## config.mk

```make
export PLATFORM = sky130hd
export DESIGN_NAME = run_ctrl
export DESIGN_NICKNAME = d
export VERILOG_FILES = /design/src/rtl/run_ctrl.sv
export SDC_FILE = /design/constraint.sdc
export NUM_CORES = 1
export LEC_CHECK = 0
export CAP_MARGIN = 20
export CORE_MARGIN = 2
export CORE_UTILIZATION = 41
export CTS_BUF_LIST = sky130_fd_sc_hd__clkbuf_8
export CTS_CLUSTER_DIAMETER = 60
export DETAILED_ROUTE_END_ITERATION = 8
export DONT_BUFFER_PORTS = 1
export MAX_ROUTING_LAYER = met4
export PLACE_DENSITY_LB_ADDON = 0.08
export SYNTH_ARGS = -nofsm -noshare
export SYNTH_HDL_FRONTEND = slang
export SYNTH_SLANG_ARGS = --single-unit
```

## constraint.sdc

```tcl
create_clock -name clk -period 3 [get_ports clk]
set_input_delay 0.6 -clock clk [delete_from_list [all_inputs] [get_ports clk]]
set_output_delay 0.6 -clock clk [all_outputs]
set_load 0.01 [all_outputs]
```

## src/rtl/run_ctrl.sv

```systemverilog
// rtl/run_ctrl.sv - Program run sequencer: resets, launches and times one core run.
module run_ctrl #(
    parameter int CW      = 16,
    parameter int TIMEOUT = 4096,
    parameter int RST_CYC = 2
) (
    input  logic          clk,
    input  logic          reset,
    input  logic          start,
    input  logic          abort,
    input  logic          core_done,
    output logic          core_reset,
    output logic          core_req,
    output logic          busy,
    output logic          res_valid,
    output logic [1:0]    status,
    output logic [CW-1:0] cycles,
    output logic [7:0]    run_cnt
);

    typedef enum logic [2:0] {
        S_IDLE,
        S_RESET,
        S_REQ,
        S_RUN,
        S_DONE
    } state_t;

    localparam int             RCW      = (RST_CYC > 1) ? $clog2(RST_CYC) : 1;
    localparam logic [RCW-1:0] RST_LAST = RCW'(RST_CYC - 1);
    localparam logic [CW-1:0]  TO_VAL   = CW'(TIMEOUT);

    localparam logic [1:0] ST_OK      = 2'b01;
    localparam logic [1:0] ST_TIMEOUT = 2'b10;
    localparam logic [1:0] ST_ABORTED = 2'b11;

    state_t         state;
    state_t         state_next;
    logic [RCW-1:0] rst_cnt;
    logic [CW-1:0]  cnt;
    logic [CW-1:0]  cnt_inc;
    logic           run_tmo;
    logic           run_end;

    // cnt_inc is the count including the cycle being sampled now; it saturates at TIMEOUT.
    always_comb begin
        cnt_inc = (cnt == TO_VAL) ? cnt : cnt + CW'(1);
        run_tmo = (cnt_inc == TO_VAL);
        run_end = core_done | abort | run_tmo;
    end

    always_ff @(posedge clk or negedge reset) begin
        if (!reset) begin
            state <= S_IDLE;
        end else begin
            state <= state_next;
        end
    end

    always_comb begin
        state_next = state;
        case (state)
            S_IDLE:  if (start) state_next = S_RESET;
            S_RESET: if (rst_cnt == RST_LAST) state_next = S_REQ;
            S_REQ:   state_next = S_RUN;
            S_RUN:   if (run_end) state_next = S_DONE;
            S_DONE:  state_next = S_IDLE;
            default: state_next = S_IDLE;
        endcase
    end

    always_comb begin
        core_reset = (state == S_IDLE) || (state == S_RESET);
        core_req   = (state == S_REQ);
        busy       = (state != S_IDLE);
        res_valid  = (state == S_DONE);
    end

    // Results are written on the edge that enters DONE so they are visible during DONE.
    always_ff @(posedge clk or negedge reset) begin
        if (!reset) begin
            rst_cnt <= '0;
            cnt     <= '0;
            status  <= 2'b00;
            cycles  <= '0;
            run_cnt <= '0;
        end else begin
            case (state)
                S_IDLE: begin
                    rst_cnt <= '0;
                end
                S_RESET: begin
                    rst_cnt <= (rst_cnt == RST_LAST) ? '0 : rst_cnt + RCW'(1);
                end
                S_REQ: begin
                    cnt <= '0;
                end
                S_RUN: begin
                    cnt <= cnt_inc;
                    if (run_end) begin
                        cycles  <= cnt_inc;
                        run_cnt <= run_cnt + 8'd1;
                        if (core_done) begin
                            status <= ST_OK;
                        end else if (abort) begin
                            status <= ST_ABORTED;
                        end else begin
                            status <= ST_TIMEOUT;
                        end
                    end
                end
                default: begin
                end
            endcase
        end
    end

endmodule

```

==> results <==
- The flow ran to the end, and the final reports show no timing, DRC or antenna violations.
- The worst voltage drop across the vdd grid is 0.469 mV.
- The highest-delay cell along the critical path is sky130_fd_sc_hd__or4_4.
- Of the total synthesized cell area, the portion taken by AND, OR, NAND and NOR gates is 0.210.
- The delay of the slowest cell on the worst path is 0.57 ns.
- After clock tree synthesis, the clock-pin slew on the worst setup and hold paths is 0.08 ns.
- Counting flops with a built-in enable in the synthesized netlist gives 0.
- The maximum buffer depth of the clock tree is 2.
- After filler insertion, the fill cell instance count of the layout stands at roughly 560.
- The clock latency at the later pin of the worst-skew pair is 0.30 ns.
- Clock tree synthesis selected as its root buffer the cell sky130_fd_sc_hd__clkbuf_8.
- Summed over all layers, the routed wires come to around 5700 µm.
- In this run, synthesis produced a sequential element count of 46.
- For this run, the total global-route usage over all layers was measured as 0.181.
- The adder-cell share of the synthesized area is 0.0150.
- Setup repair after global routing left no endpoint under its margin.
- The number of rows created at floorplan is 28.
- The first-pass GRT wire length is 8910 µm.
- The synthesized design spends more area on one cell type than any other, namely sky130_fd_sc_hd__dfrtp_1.
- The data arrival time of the critical path is 3.01 ns.
- The type of the tightest min-delay check is input pin to async pin.
- The critical path capture point type is a flip-flop.
- The accumulated negative setup slack is 0 ns.
- The final net count is 262.
- Traced cell by cell, the critical path runs through ha_2 > nand3_2 > nor4_2 > xnor2_1 > or4_4 > o31ai_4 > buf_4 > nand2_8 > mux2_4.
- The number of antenna violations at the first check in global routing came to 0.
- After floorplanning, the core was sized to cover 0.00592 mm².
- The total clock buffers created by CTS is 5.
- The synthesized-area fraction occupied by ao, oa, aoi and oai cells was 0.123.
- The number of H-tree levels is 2.
- Of the total synthesized cell area, the portion taken by XOR and XNOR cells is 0.0665.
- Measured against its own limit, the worst slew margin works out to 0.624.
- The maximum achievable frequency is 0.354 GHz.
- Summed over all cells, the static leakage comes to 0.00122 µW.
- Data on the critical path is required at its endpoint by 3.19 ns.
- For this design the ratio of total power to cell area is 757 mW/mm².
- After synthesis, the cell types taking the most area are sky130_fd_sc_hd__dfrtp_1, sky130_fd_sc_hd__xnor2_1, sky130_fd_sc_hd__mux2_2.
- The largest clock skew in the final design is 0.00794 ns.
- The violation count after the first detailed-route iteration is 71.
- The via density per instance is around 5.6.
- Yosys printed 0 warnings.
- The slew at the pin closest to its max-slew limit is ~0.56 ns.
- In the final layout, the share of cells above drive strength 1 is 0.200.
- In the finished design, the share of the clock period the worst path needs comes to 0.941.
- The die area is 0.00674 mm².
- Setup violations remaining at the end of the flow were counted as 0.
- A synthesized cell averages between 10 and 15 µm².
- Across all hold checks on the routed design, the worst slack comes to 0.129 ns.
- Max-cap violations in this run came to 0.
- The area growth from synthesis to final layout is 12.3%.
- The total grt overflow is 0.
- The via count of the first global-routing pass is between 1,500 and 2,000.
- After detailed routing, the average wire length per cell comes to 17.2 µm.
- The most used flip-flop cell after synthesis is sky130_fd_sc_hd__dfrtp_1.
- The number of library cell types mapped by synthesis is 48.
- OpenSTA, run right after detailed placement, puts the worst setup slack at 0.0583 ns.
- The top fanout value on the critical path is 10.
- The multiplexer share of the synthesized area is 0.0805.
- The number of max-slew violations in the final report came to 0.
- The largest net degree at the start of global routing is 47.
- The clock tree from TritonCTS is yes.
- The minimum setup slack in the final design is 0.178 ns.
- In the synthesized netlist the async set-or-reset flop fraction comes to 1.00.
- The gate count after technology mapping is approximately 240.
- The count of pins on the block boundary is 35.
- For the finished layout, the period the worst path requires is 2.82 ns.
- The utilization after layout is 0.474.
- In the routed design, unresolved DRC markers number 0.
- The number of hold-slack violations in the final timing report came to 0.
- CTS saw 46 sinks.
- The routed layout has 1,841 vias.
- The HPWL after detailed placement is approximately 3900 µm.
- The startpoint kind of the worst setup timing path is a flip-flop.
- The most common cell after layout, fill and taps aside is sky130_fd_sc_hd__dfrtp_1.
- The initial core utilization is 0.422.
- The setup path with the least slack is of type flip-flop to flip-flop.
- Port buffering added 0 buffers.
- The share of synthesized area occupied by flip-flops and latches is 0.460.
- When the netlist entered floorplanning its net count stood at 252.
- Before antenna repair, the detailed router went through 4 iterations.
- The die width is 82.1 µm.
- The combinational family with the most area after synthesis is simple AND/OR/NAND/NOR gates.
- The vertical extent of the die is 82.1 µm.
- The setup slack of the most critical reg-to-reg path is 0.18 ns.
- The library cells used most frequently in the layout, excluding fill and tap cells, are sky130_fd_sc_hd__dfrtp_1, sky130_fd_sc_hd__nand2_1, sky130_fd_sc_hd__o21ai_0, sky130_fd_sc_hd__xnor2_1, sky130_fd_sc_hd__buf_4.
- The number of antenna diodes in the final layout is 0.
- The count of nets left with antenna violations once routing finished came out at 0.
- The cell area that synthesis handed to floorplanning was 0.00250 mm².
- The global placement routability congestion is a little over 0.8.
- The portion of synthesized cell area occupied by the leading cell type is 0.460.
## report_power, final
group | total (µW) | internal, µW | switching (µW)
clock | 551 | 334 | 217
sequential | 958 | 744 | 214
combinational | 617 | 265 | 352
total | 2130 | 1340 | 783
## stage by stage
step	cell area [µm²]	instances	total power, µW
floorplan	2500	244	1380
global placement	2590	317	1540
detailed placement	2590	317	1540
CTS	2760	326	2120
global route	2810	330	2260
finish	2810	330	2130
## worst paths after layout
| kind | from | cells past startpoint | to |
|---|---|---|---|
| hold reg to reg | rst_cnt | 1 | rst_cnt |
| max in group asynchronous | reset | 1 | cnt[6] |
| setup reg to reg | cnt[1] | 9 | cycles[8] |
| min in group clk | core_done | 1 | status[1] |
| hold / removal | reset | 1 | cnt[4] |
| setup / recovery | cnt[1] | 9 | cycles[8] |
## flip-flops by register name, indices dropped and copies added (netlist names)
register  count
cnt          16
cycles       16
run_cnt       8
state         3
status        2
rst_cnt       1
## repair_timing
action / in CTS / in global routing
endpoints found under the hold margin: 46 / 0
setup endpoints to repair: 0 / 19
hold buffers: 1 / 0
gates resized for setup: 0 / 4
buffers inserted: 0 / 3
## worst max-delay path: cells and delay by family, from the launching register on
family                   cells  cell delay [ns]
AND/OR/NAND/NOR              4             1.07
buffers and inverters        1             0.18
flip-flops                   1             0.44
adder cells (fa/ha/maj)      1             0.29
AO/OA/AOI/OAI                1             0.24
multiplexers                 1             0.34
XOR/XNOR                     1             0.13
## area by class of cell
| cell class | instances | area [µm²] | share of cell area |
|---|---|---|---|
| clock buffers | 5 | 68.8 | 0.0245 |
| clock inverters | 3 | 68.8 | 0.0245 |
| inverters | 7 | 26.3 | 0.00935 |
| multi-input cells | 179 | 1270 | 0.451 |
| flip-flops and latches | 46 | 1150 | 0.410 |
| well taps | 75 | 93.8 | 0.0334 |
| repair buffers | 15 | 133 | 0.0472 |
## cell usage after synthesis (all sizes together) (2+ instances only)
master  number
a21o         3
a21oi        8
a22o         4
a311oi       2
and2         2
and3         2
and4         2
buf          9
clkbuf       4
dfrtp       46
ha           3
inv          6
mux2        15
nand2       25
nand3       13
nand4        8
nor2        12
nor2b        3
nor3        10
nor4         5
nor4b        3
o21ai       19
o31a         2
o31ai        2
or3          2
or4          4
xnor2       14
xor2         5
## cell families after synthesis
family / after synthesis
compound gates: 46
flops: 46
fa+ha+maj: 3
xor+xnor: 19
simple gates: 94
buf+inv: 20
mux: 16
## routing by layer
layer	up-vias	share of wire	GRT usage
met1	895	0.52	0.259
met5	-	0	-
met3	8	0.044	0.0522
li1	897	-	-
met4	0	0.013	0.0450
met2	41	0.43	0.251
Power figures use the tool's default switching activity.
==> patch (same flow settings) <==
The parameter `RST_CYC` goes from 2 to 4.
--- a/src/rtl/run_ctrl.sv
+++ b/src/rtl/run_ctrl.sv
@@ -4,3 +4,3 @@
     parameter int TIMEOUT = 4096,
-    parameter int RST_CYC = 2
+    parameter int RST_CYC = 4
 ) (
Check against the original RTL: not equivalent (Yosys sat finds a counterexample within 4 cycles, from zero or initial values and one cycle with reset low).
==> patch against the unedited design <==
Routed wire length is 0.26% lower. Power shrank 0.66%. Design area up 3.0%. Area after synthesis up 6.7%. Via count increased by 1.1%. Sequential cell count increased by 1. Sequential power grew 4%. Cell count up 2.7%. Highest routed layer unchanged. Count of clock-buffer cells in the layout is 2 higher. Worst setup slack better by 0.087 ns. Fmax increased by 3.2%.
==> patch: results (changes against the unedited design) <==
crit_path_start: "cnt[0]$_DFFE_PN0P_"  # was cnt[1]$_DFFE_PN0P_
final.setup_skew_ns: 0.007583  # was 0.007935 ns
cp_max_fo: 10  # unchanged
pre_cts_slack_ns: 0.1597  # was 0.05832 ns
dpl.hpwl_um: 3789  # was 3885 µm
setup.worst_path.start_class: "flip-flop"  # unchanged
grt_use_total: 0.1701  # was 0.1807
grt_pass1_vias: 1776  # was 1733
async_flop_share: 1.000  # unchanged
grt_max_degree: 48  # was 47
wl_per_cell_um: 16.70  # was 17.20 µm
critPathArrivalTime_ns: 2.93  # was 3.01 ns
root_buffer: "clkbuf_8"  # unchanged
htree_levels: 2  # unchanged
synth_top_cells_by_area: "dfrtp_1 44%, xnor2_1 6.6%, mux2_2 4.2%"  # was dfrtp_1 46%, xnor2_1 4.9%, mux2_2 4.1%
first_pass_iters: 4  # unchanged
cts_buffers: 5  # unchanged
yosys-top-cells-count: "47 x dfrtp_1, 20 x xnor2_1, 19 x nand2_1"  # was 46 x dfrtp_1, 24 x nand2_1, 19 x o21ai_0
insertion_delay_ns: 0.30  # about the same
status: "finished, final reports clean"  # unchanged
nets: 270  # was 262
ys_seq_area_frac: 0.4407  # was 0.4602
tightest_slew_ns: 0.6318  # was 0.5626 ns
leakage_nw: 1.259  # was 1.215 nW
ctsLongestPathBuffers: 2  # unchanged
yosys_warnings: 0  # unchanged
grt_pass1_wl_um: 9377  # was 8914 µm
grt_antenna_before_repair: 0  # unchanged
path_clk_slew_ns: 0.09
drt_iter0_markers: 71  # unchanged
io_buffers: 0  # unchanged
place.gp.congestion: 0.8034  # was 0.8115
ys_types: 48  # unchanged
hold_path.class: "primary input to asynchronous set/reset pin"  # unchanged
reg.largest.list: "cnt (16), cycles (16), run_cnt (8)"  # unchanged
drive_gt1_frac: 0.1756  # was 0.2000
syn_area_per_cell_um2: 10.23  # was 10.25 µm²
irDropWorstVdd_mv: 0.3415  # was 0.4689 mV
post_drt_via_cell_ratio: 5.493  # was 5.579
diodes: 0  # unchanged
patch: cell types whose count changed after synthesis, sizes merged, moves of 3 or more:
cell,delta
xnor2,+6
buf,+5
nand2,-5
nor2,+5
mux2i,+4
o21ai,-4
or4,-4
and3,+3
patch: power breakdown:
part	leakage [nW]	switching (mW)	internal [mW]
logic	0.608	0.384	0.305
registers	0.595	0.227	0.774
clock network	0.0557	0.214	0.207
patch: timing repair:
item                                    4_1_cts  5_1_grt
endpoints found under the setup margin        0       17
setup buffers                                 0        1
hold buffers                                  1        0
endpoints found under the hold margin        47        0
gates resized for setup                       0        1
patch: final cells by class:
cell class                      count  area (µm²)
Multi-Input combinational cell    186        1373
Clock buffer                        7       96.34
Clock inverter                      1       3.754
Timing Repair Buffer               13       117.6
Fill cell                         603        3421
Tap cell                           77       96.34
Sequential cell                    47        1176
Inverter                            8       30.03
patch: cells by family (layout without fill, tap and decap cells):
kind of cell,Yosys count,count (layout),share of synthesized area
AOI/OAI and AO/OA,45,45,0.1205
xor gates and xnor gates,26,26,0.08533
adders and majority gates,4,4,0.01875
DFF,47,47,0.4407
and+or+nand+nor,89,89,0.1861
muxes,22,22,0.1003
buffers and inverters,28,29,0.04829
patch: worst paths after layout:
check | endpoint | slack [ns] | depth (start not counted)
setup / recovery | state[1]$_DFFE_PN0P_ | 0.26 | 9
hold / removal | cnt[12]$_DFFE_PN0P_ | 0.14 | 1
setup reg to reg | state[1]$_DFFE_PN0P_ | 0.26 | 9
hold reg to reg | rst_cnt[0]$_DFFE_PN0P_ | 0.49 | 1
max in group asynchronous | cnt[3]$_DFFE_PN0P_ | 2.65 | 1
min in group clk | status[1]$_DFFE_PN0P_ | 0.37 | 1
patch: worst max-delay path, stage by stage, from the launching register on:
cell and delay (ns):
dfrtp_1 0.49, ha_1 0.29, nand2_1 0.14, nor4_1 0.34, xor2_1 0.30, o2111ai_2 0.20, o21ai_2 0.31, buf_4 0.24
a21oi_1 0.08, a31o_2 0.23
patch: metal layers:
metal  global-route usage  vias to the layer above  part of all wire
li1                     -                      920                 -
met1               0.2402                      898              0.51
met2               0.2434                       42              0.44
met3              0.04130                        2             0.045
met4              0.04906                        0            0.0051
met5                    -                        -                 0
patch: metrics by stage:
stage | instance area [µm²] | hold WS, ns | std cells
after floorplan | 2669 | 0.3044 | 261
after global placement | 2749 | 0.3056 | 329
after detailed placement | 2749 | 0.3057 | 329
after CTS | 2877 | 0.1456 | 338
after global routing | 2893 | 0.1425 | 339
final | 2893 | 0.1407 | 339
